===== src/rtl/lif_seq_ctrl.sv =====
// lif_seq_ctrl: timestep sequencer for a leaky integrate-and-fire neuron.
// Each timestep clears the accumulator, scans FANIN synaptic addresses and
// waits one cycle for read latency. It then strobes the neuron update.
// While idle it writes weights into the synaptic memory.
// All strobes and status outputs come straight from flops.
module lif_seq_ctrl #(
   parameter int  FANIN        = 256,
   parameter int  WT_PRECISION = 5,
   localparam int ADDR_WIDTH   = $clog2(FANIN)
) (
   input  logic                    clk,
   input  logic                    rst,
   input  logic                    start,
   input  logic                    abort,
   input  logic                    cfg_req,
   input  logic [ADDR_WIDTH-1:0]   cfg_addr,
   input  logic [WT_PRECISION-1:0] cfg_data,
   output logic                    cfg_ack,
   output logic                    wr_en,
   output logic [ADDR_WIDTH-1:0]   wr_addr,
   output logic [WT_PRECISION-1:0] wr_data,
   output logic                    rd_en,
   output logic [ADDR_WIDTH-1:0]   rd_addr,
   output logic                    rst_acc,
   output logic                    spk_en,
   output logic                    busy,
   output logic                    done,
   output logic                    overrun,
   output logic [15:0]             ts_count
);

   localparam logic [2:0] S_IDLE  = 3'd0;
   localparam logic [2:0] S_CLEAR = 3'd1;
   localparam logic [2:0] S_SCAN  = 3'd2;
   localparam logic [2:0] S_DRAIN = 3'd3;
   localparam logic [2:0] S_FIRE  = 3'd4;

   localparam logic [ADDR_WIDTH-1:0] LAST_ADDR = ADDR_WIDTH'(FANIN - 1);

   logic [2:0]              state_q, state_d;
   logic                    pend_start_q, pend_start_d;
   logic [ADDR_WIDTH-1:0]   addr_q, addr_d;
   logic [15:0]             ts_count_q, ts_count_d;
   logic                    overrun_q, overrun_d;
   logic [ADDR_WIDTH-1:0]   wr_addr_q, wr_addr_d;
   logic [WT_PRECISION-1:0] wr_data_q, wr_data_d;
   logic                    wr_take;
   logic                    start_pend;
   logic                    rst_acc_q, rst_acc_d;
   logic                    rd_en_q, rd_en_d;
   logic                    wr_en_q, wr_en_d;
   logic                    cfg_ack_q, cfg_ack_d;
   logic                    spk_en_q, spk_en_d;
   logic                    done_q, done_d;
   logic                    busy_q, busy_d;

   // Next-state, counters and registered-output decode
   always_comb begin
      state_d      = state_q;
      pend_start_d = pend_start_q;
      addr_d       = addr_q;
      ts_count_d   = ts_count_q;
      overrun_d    = overrun_q;
      wr_addr_d    = wr_addr_q;
      wr_data_d    = wr_data_q;
      wr_take      = 1'b0;
      // A start that coincides with abort is dropped; only IDLE can accept one.
      start_pend   = pend_start_q | (start & ~abort);

      // A start arriving while a timestep is running is lost and flagged.
      if (state_q != S_IDLE && start) begin
         overrun_d = 1'b1;
      end

      case (state_q)
         S_IDLE: begin
            if (cfg_req) begin
               // A weight write wins; any start waits in pend_start.
               wr_take      = 1'b1;
               wr_addr_d    = cfg_addr;
               wr_data_d    = cfg_data;
               pend_start_d = start_pend;
            end else if (start_pend) begin
               state_d      = S_CLEAR;
               pend_start_d = 1'b0;
            end
         end
         S_CLEAR: begin
            pend_start_d = 1'b0;
            addr_d       = '0;
            state_d      = abort ? S_IDLE : S_SCAN;
         end
         S_SCAN: begin
            if (abort) begin
               state_d      = S_IDLE;
               addr_d       = '0;
               pend_start_d = 1'b0;
            end else if (addr_q == LAST_ADDR) begin
               state_d = S_DRAIN;
               addr_d  = '0;
            end else begin
               addr_d = addr_q + ADDR_WIDTH'(1);
            end
         end
         S_DRAIN: begin
            if (abort) begin
               state_d      = S_IDLE;
               pend_start_d = 1'b0;
            end else begin
               // The count steps as FIRE is entered so done and the new count coincide.
               state_d    = S_FIRE;
               ts_count_d = ts_count_q + 16'd1;
            end
         end
         S_FIRE: begin
            state_d = S_IDLE;
         end
         default: begin
            state_d = S_IDLE;
         end
      endcase

      rst_acc_d = (state_d == S_CLEAR);
      rd_en_d   = (state_d == S_SCAN);
      spk_en_d  = (state_d == S_FIRE);
      done_d    = (state_d == S_FIRE);
      busy_d    = (state_d != S_IDLE);
      wr_en_d   = wr_take;
      cfg_ack_d = wr_take;
   end

   // State, counters and output flops with asynchronous active-low reset
   always_ff @(posedge clk or negedge rst) begin
      if (!rst) begin
         state_q      <= S_IDLE;
         pend_start_q <= 1'b0;
         addr_q       <= '0;
         ts_count_q   <= 16'd0;
         overrun_q    <= 1'b0;
         wr_addr_q    <= '0;
         wr_data_q    <= '0;
         rst_acc_q    <= 1'b0;
         rd_en_q      <= 1'b0;
         wr_en_q      <= 1'b0;
         cfg_ack_q    <= 1'b0;
         spk_en_q     <= 1'b0;
         done_q       <= 1'b0;
         busy_q       <= 1'b0;
      end else begin
         state_q      <= state_d;
         pend_start_q <= pend_start_d;
         addr_q       <= addr_d;
         ts_count_q   <= ts_count_d;
         overrun_q    <= overrun_d;
         wr_addr_q    <= wr_addr_d;
         wr_data_q    <= wr_data_d;
         rst_acc_q    <= rst_acc_d;
         rd_en_q      <= rd_en_d;
         wr_en_q      <= wr_en_d;
         cfg_ack_q    <= cfg_ack_d;
         spk_en_q     <= spk_en_d;
         done_q       <= done_d;
         busy_q       <= busy_d;
      end
   end

   assign cfg_ack  = cfg_ack_q;
   assign wr_en    = wr_en_q;
   assign wr_addr  = wr_addr_q;
   assign wr_data  = wr_data_q;
   assign rd_en    = rd_en_q;
   assign rd_addr  = addr_q;
   assign rst_acc  = rst_acc_q;
   assign spk_en   = spk_en_q;
   assign done     = done_q;
   assign busy     = busy_q;
   assign overrun  = overrun_q;
   assign ts_count = ts_count_q;

endmodule

===== config.mk =====
export PLATFORM = sky130hd
export DESIGN_NAME = lif_seq_ctrl
export DESIGN_NICKNAME = d
export VERILOG_FILES = /design/src/rtl/lif_seq_ctrl.sv
export SDC_FILE = /design/constraint.sdc
export NUM_CORES = 1
export LEC_CHECK = 0
export BUFFER_PORTS_ARGS = -buffer_cell sky130_fd_sc_hd__buf_2
export CELL_PAD_IN_SITES_DETAIL_PLACEMENT = 0
export CELL_PAD_IN_SITES_GLOBAL_PLACEMENT = 1
export CORE_MARGIN = 2
export CORE_UTILIZATION = 37
export DETAILED_ROUTE_END_ITERATION = 8
export PLACE_DENSITY_LB_ADDON = 0.15
export REMOVE_ABC_BUFFERS = 1
export SYNTH_ARGS = -nofsm -noshare
export SYNTH_HDL_FRONTEND = slang
export SYNTH_SLANG_ARGS = --single-unit

===== constraint.sdc =====
create_clock -name clk -period 1.8 [get_ports clk]
set_input_delay 0.09 -clock clk [delete_from_list [all_inputs] [get_ports clk]]
set_output_delay 0.09 -clock clk [all_outputs]
set_load 0.005 [all_outputs]

==> results of run 1 <==
-- area by class of cell --
type,instances,area (um^2)
timing repair buffer,69,392.9
clock buffer,5,68.82
inverter,3,11.26
multi-input combinational,111,805.8
clock inverter,3,67.56
sequential,47,1176
fill,516,2826
tap,72,90.09
-- worst max path at each step --
stage | startpoint | to | slack (ns) | cells past startpoint
finish | state_q[1] | wr_addr[1] | 0.14 | 4
global route | rd_addr[0] | busy | 0.04 | 5
CTS | state_q[1] | wr_addr[2] | 0.13 | 4
detailed placement | state_q[1] | wr_addr[1] | 0.14 | 4
global placement | state_q[1] | wr_data[1] | 0.17 | 4
floorplan | state_q[2] | wr_addr[0] | 0.18 | 3
-- per-layer routing --
metal	track usage (%)	share of wire (%)	up-vias
li1	-	-	737
met1	19.42	48	751
met2	21.90	44	51
met3	2.644	5.8	5
met4	6.316	1.5	0
met5	0	0	-
-- cell usage in the layout, fill, tap and decap left out, drive strengths merged, types with 3 or more instances in the layout --
cell type and count:
and4 4, nand3 8, nor3 3, inv 3
and3 4, mux2 14, nand2 15, nor4 4
o21ai 9, a21oi 3, nand4 5, buf 67
or3 3, dfrtp 47, xnor2 12, nor2 4
xor2 4, clkbuf 5
-- cells by family (layout without fill, tap and decap cells) --
group	Yosys count	after routing
DFF	47	47
and+or+nand+nor	57	57
AOI/OAI and AO/OA	22	22
muxes	14	14
xor gates and xnor gates	16	16
adders and majority gates	2	2
buffers and inverters	11	80
-- timing repair --
action                                 in CTS  in global routing
setup buffers                               0                  0
hold buffers                                2                  0
endpoints found under the hold margin      21                  0
-- sequential cells by signal, summed over array words and instances, names as in the netlist --
signal	cells
busy	1
ts_count	16
rst_acc	1
cfg_ack	1
rd_en	1
rd_addr	8
wr_addr	8
wr_data	5
pend_start_q	1
overrun	1
state_q	3
done	1
-- critical path, stage by stage (launching register included) --
cell and delay, ns:
dfrtp_1 0.46, or3_1 0.45, nor2_4 0.15, buf_12 0.15, mux2_2 0.34
-- where the power goes --
part           internal, mW  switching, mW  leakage [nW]  total, mW
clock                 0.554          0.363        0.0644      0.917
sequential             1.18         0.0846         0.614       1.26
combinational         0.218          0.189         0.625      0.406
total                  1.95          0.636          1.30       2.58
==> results.cfg, run 1 <==
[final_layout]
synthToLayoutAreaGrowth_pct = 27.39
diodes = 0
fin_area_um2 = 2613
drive_gt1_share_pct = 37.39
fin_nets = 257
postLayoutCoreUtil_pct = 48.03
stdcell_count = 310

[sta]
fin_crit_sh_pct = 92.08
skew_ns = 0.005565
fmax_ghz = 0.6033
timing.final.crit_period_ns = 1.657
slew_violations = 0
slew_headroom_pct = 66.09
setup_viol_count_final = 0
worst_pin_slew_ns = 0.5086
rsz0062_at_grt = no
worst_hold_slack_ns = 0.01086
hold_viol_final = 0
fin_tns_setup_ns = 0
layout_setup_ws_ns = 0.1426

[routing]
wl_per_cell_um = 13.17
viasPerCell = 4.981
routed_wl_um = 4082
first_pass_iters = 4
ant_nets = 0
post-route-drc-count = 0
drt_iter0_drc = 134
num_vias = 1544

[power]
p_per_area_nw_per_um2 = 988.8
max-vdd-ir-drop_uv = 491.8
finalPower_mw = 2.583
leakage_nw = 1.303

[logic_synthesis]
synth_xor_area_share_pct = 6.833
synth.top_cell.area_share_pct = 57.35
synth_fa_ha_area_share_pct = 1.220
synth_most_common_cell = dfrtp_1
async_flop_share_pct = 100.0
syn_area_per_cell_um2 = 12.13
synthSimpleGateAreaFrac_pct = 16.23
muxShareOfSynthArea_pct = 7.688
synth_area_leaders = dfrtp_1 (57%), xnor2_1 (5.1%), mux2_1 (3.8%)
synthTopCellsByCount = dfrtp_1 (47), nand2_1 (15), xnor2_1 (12), nand3_1 (8), o21ai_0 (8)
synth-compound-area-share_pct = 7.322
yosysWarnings = 0
synthFlopType = dfrtp_1
synth_cells = 169
seq_area_frac_synth_pct = 57.35
synthesis.area_um2 = 2051
synth-edff-count = 0
synth_top_cell_by_area = dfrtp_1
synth.distinct_cells = 38
synth_top_family_by_area = simple AND/OR/NAND/NOR gates
ys_ff_latch = 47

[die]
die_y_um = 78.45
start_util_pct = 37.70
rows = 27
dieArea_um2 = 6154
core_area_um2 = 5439
io-pin-count = 63
fp.dieW_um = 78.45

[global_route]
grt_pass1_wl_um = 6893
grt_pass1_vias = 1452
grt_max_degree = 28
grt_usage_pct = 14.17
grt-ovfl-total = 0
antenna_found_initial = 0

[worst_setup_path]
critPathKind = register to register
worstReg2RegStart = state_q[1]
r2r_slack_ns = 0.14
reg2reg_depth = 4
cp_max_fo = 14
worstPathArrival_ns = 1.85
start_kind = register
setup.worst_path.end_class = register
worstReg2RegEnd = wr_addr[1]
critPathRequiredTime_ns = 1.99

[cts]
clkSinkCount = 47
clk_latency_ns = 0.30
cts.clk_slew.worst_paths_ns = 0.09
cts_tree = done
cts-root-buf = clkbuf_8
cts_max_level = 2
ctsResizeCount = 0
cts_buffer_depth = 2
cts-buffers-inserted = 5

[hold_path]
hold_path_end = wr_data[4]
hp-start = cfg_data[4]
hold_depth = 2
min_path_type = input pin to register

[place]
post-dp-hpwl_um = 2985
placed_cells = 300
place_ws_ns = 0.1437
placedInstanceArea_um2 = 2456
gp_routability_congestion = 0.7201
portBuffers = 62

[run_status]
status = finished, final reports clean

[job]
maxCapViolCount = 0
(Power assumes the default switching activity.)
==> run 2: changes to the inputs <==
==> constraint.sdc (replaced) <==
create_clock -name clk -period 1.55 [get_ports clk]
set_input_delay 0.0775 -clock clk [delete_from_list [all_inputs] [get_ports clk]]
set_output_delay 0.0775 -clock clk [all_outputs]
set_load 0.005 [all_outputs]
==> results.cfg, run 2 (synthesized netlist as in run 1, its figures left out) <==
[place]
post-dp-hpwl_um = 3100
place_ws_ns = -0.01979
portBuffers = 62
gp_routability_congestion = 0.7199

[worst_setup_path]
critPathSlowestCell = or4b_4
critPathKind = register to register
r2r_slack_ns = -0.02
path_cells = or4b_4 -> buf_6 -> o31ai_1
worstPathArrival_ns = 1.77
cp_slowest_stage_delay_ns = 0.62
setup.worst_path.end_class = register
start_kind = register
cp_max_fo = 7
critPathRequiredTime_ns = 1.75

[power]
leakage_nw = 1.499
finalPower_mw = 3.032
max-vdd-ir-drop_uv = 466.1
p_per_area_nw_per_um2 = 1022

[sta]
layout_setup_ws_ns = -0.02002
slew_violations = 0
hold_viol_final = 0
timing.final.crit_period_ns = 1.570
skew_ns = 0.009861
fin_crit_sh_pct = 101.3
worst_pin_slew_ns = 0.5372
rsz0062_at_grt = yes
setup_viol_count_final = 4
fmax_ghz = 0.6369
slew_headroom_pct = 64.19

[routing]
wl_per_cell_um = 13.11
viasPerCell = 4.821
routed_wl_um = 4472
num_vias = 1644
ant_nets = 0
first_pass_iters = 4
drt_iter0_drc = 48
post-route-drc-count = 0

[die]
core_area_um2 = 5439
rows = 27
dieArea_um2 = 6154
fp.dieW_um = 78.45
start_util_pct = 37.70
die_y_um = 78.45
io-pin-count = 63

[cts]
cts-root-buf = clkbuf_8
cts-buffers-inserted = 5
cts.clk_slew.worst_paths_ns = 0.09
clk_latency_ns = 0.30
cts_tree = done
cts_max_level = 2
clkSinkCount = 47
cts_buffer_depth = 2

[final_layout]
largest_register_ffs = 16
layout_commonest_cell = buf_2
drive_gt1_share_pct = 46.47
fillers = 496
seqCellArea_um2 = 1176
synthToLayoutAreaGrowth_pct = 44.60
multiInputGateArea_um2 = 914.6
diodes = 0
final_cell_mix = buf_2 (62), dfrtp_1 (47), buf_4 (22)
fin_nets = 288

[job]
maxCapViolCount = 0

[hold_path]
min_path_type = input pin to register

[run_status]
violations = negative setup slack
status = complete, but fails checks

[global_route]
grt_max_degree = 27
grt_pass1_wl_um = 7238
grt_usage_pct = 15.13
grt-ovfl-total = 0
antenna_found_initial = 0
grt_pass1_vias = 1503
## run 2: changes by cell type in the layout (fill, tap and decap cells not counted), sizes merged
| cell | change |
|---|---|
| clkinv | +1 |
| clkinvlp | -1 |
| buf | +20 |
| bufinv | -1 |
| inv | +1 |
| dlygate4sd3 | +11 |
## run 2: per-stage QoR
stage	hold WS, ns	cells	setup TNS, ns	instance area (um^2)	util, %
after detailed placement	0.09346	314	-0.1676	2561	47.09
after CTS	0.0007908	337	0	2839	52.20
final	0.005947	341	-0.06701	2965	54.52
after global placement	0.09311	314	0	2561	47.09
after global routing	0.003405	341	-0.7532	2965	54.52
after floorplan	-0.2181	161	-0.8441	1993	-
## run 2: timing repair
item / 4_1_cts / 5_1_grt
hold endpoints to repair: 31 / 2
pin swaps: 1 / 7
buffers inserted: 4 / 2
endpoints found under the setup margin: 17 / 31
hold buffers: 11 / 2
gates resized for setup: 4 / 26
## run 2: power by group
part           switching (mW)  internal [mW]  leakage (nW)
Sequential             0.0902           1.37         0.614
Combinational           0.270          0.392         0.826
Clock                   0.424          0.489        0.0587
## run 2: layout make-up
type | instances | share of cell area [%]
Sequential cell | 47 | 39.66
Multi-Input combinational cell | 111 | 30.84
Timing Repair Buffer | 100 | 22.15
Tap cell | 72 | 3.038
Clock buffer | 5 | 2.321
Clock inverter | 3 | 1.603
Inverter | 3 | 0.3797
## run 2: final timing paths
check / from / endpoint / cells past startpoint
worst max-delay path: state_q[0] / rd_addr[6] / 3
worst min-delay path: start / overrun / 2
worst max register to register: state_q[0] / rd_addr[6] / 3
worst min register to register: overrun / overrun / 1
max in group asynchronous: rst / done / 3
min in group asynchronous: rst / rd_addr[3] / 2
## run 2: worst max-delay path, delay by kind of cell (launching register included)
family / cells / cell delay, ns
AND/OR/NAND/NOR: 1 / 0.62
AO/OA/AOI/OAI: 1 / 0.26
flip-flops: 1 / 0.43
buffers and inverters: 1 / 0.16
## run 2: routing by layer
layer / wire, um / GRT usage (%)
met5: 0 / 0
met4: 55 / 5.789
met3: 213 / 3.218
met2: 2014 / 23.53
met1: 2188 / 20.77
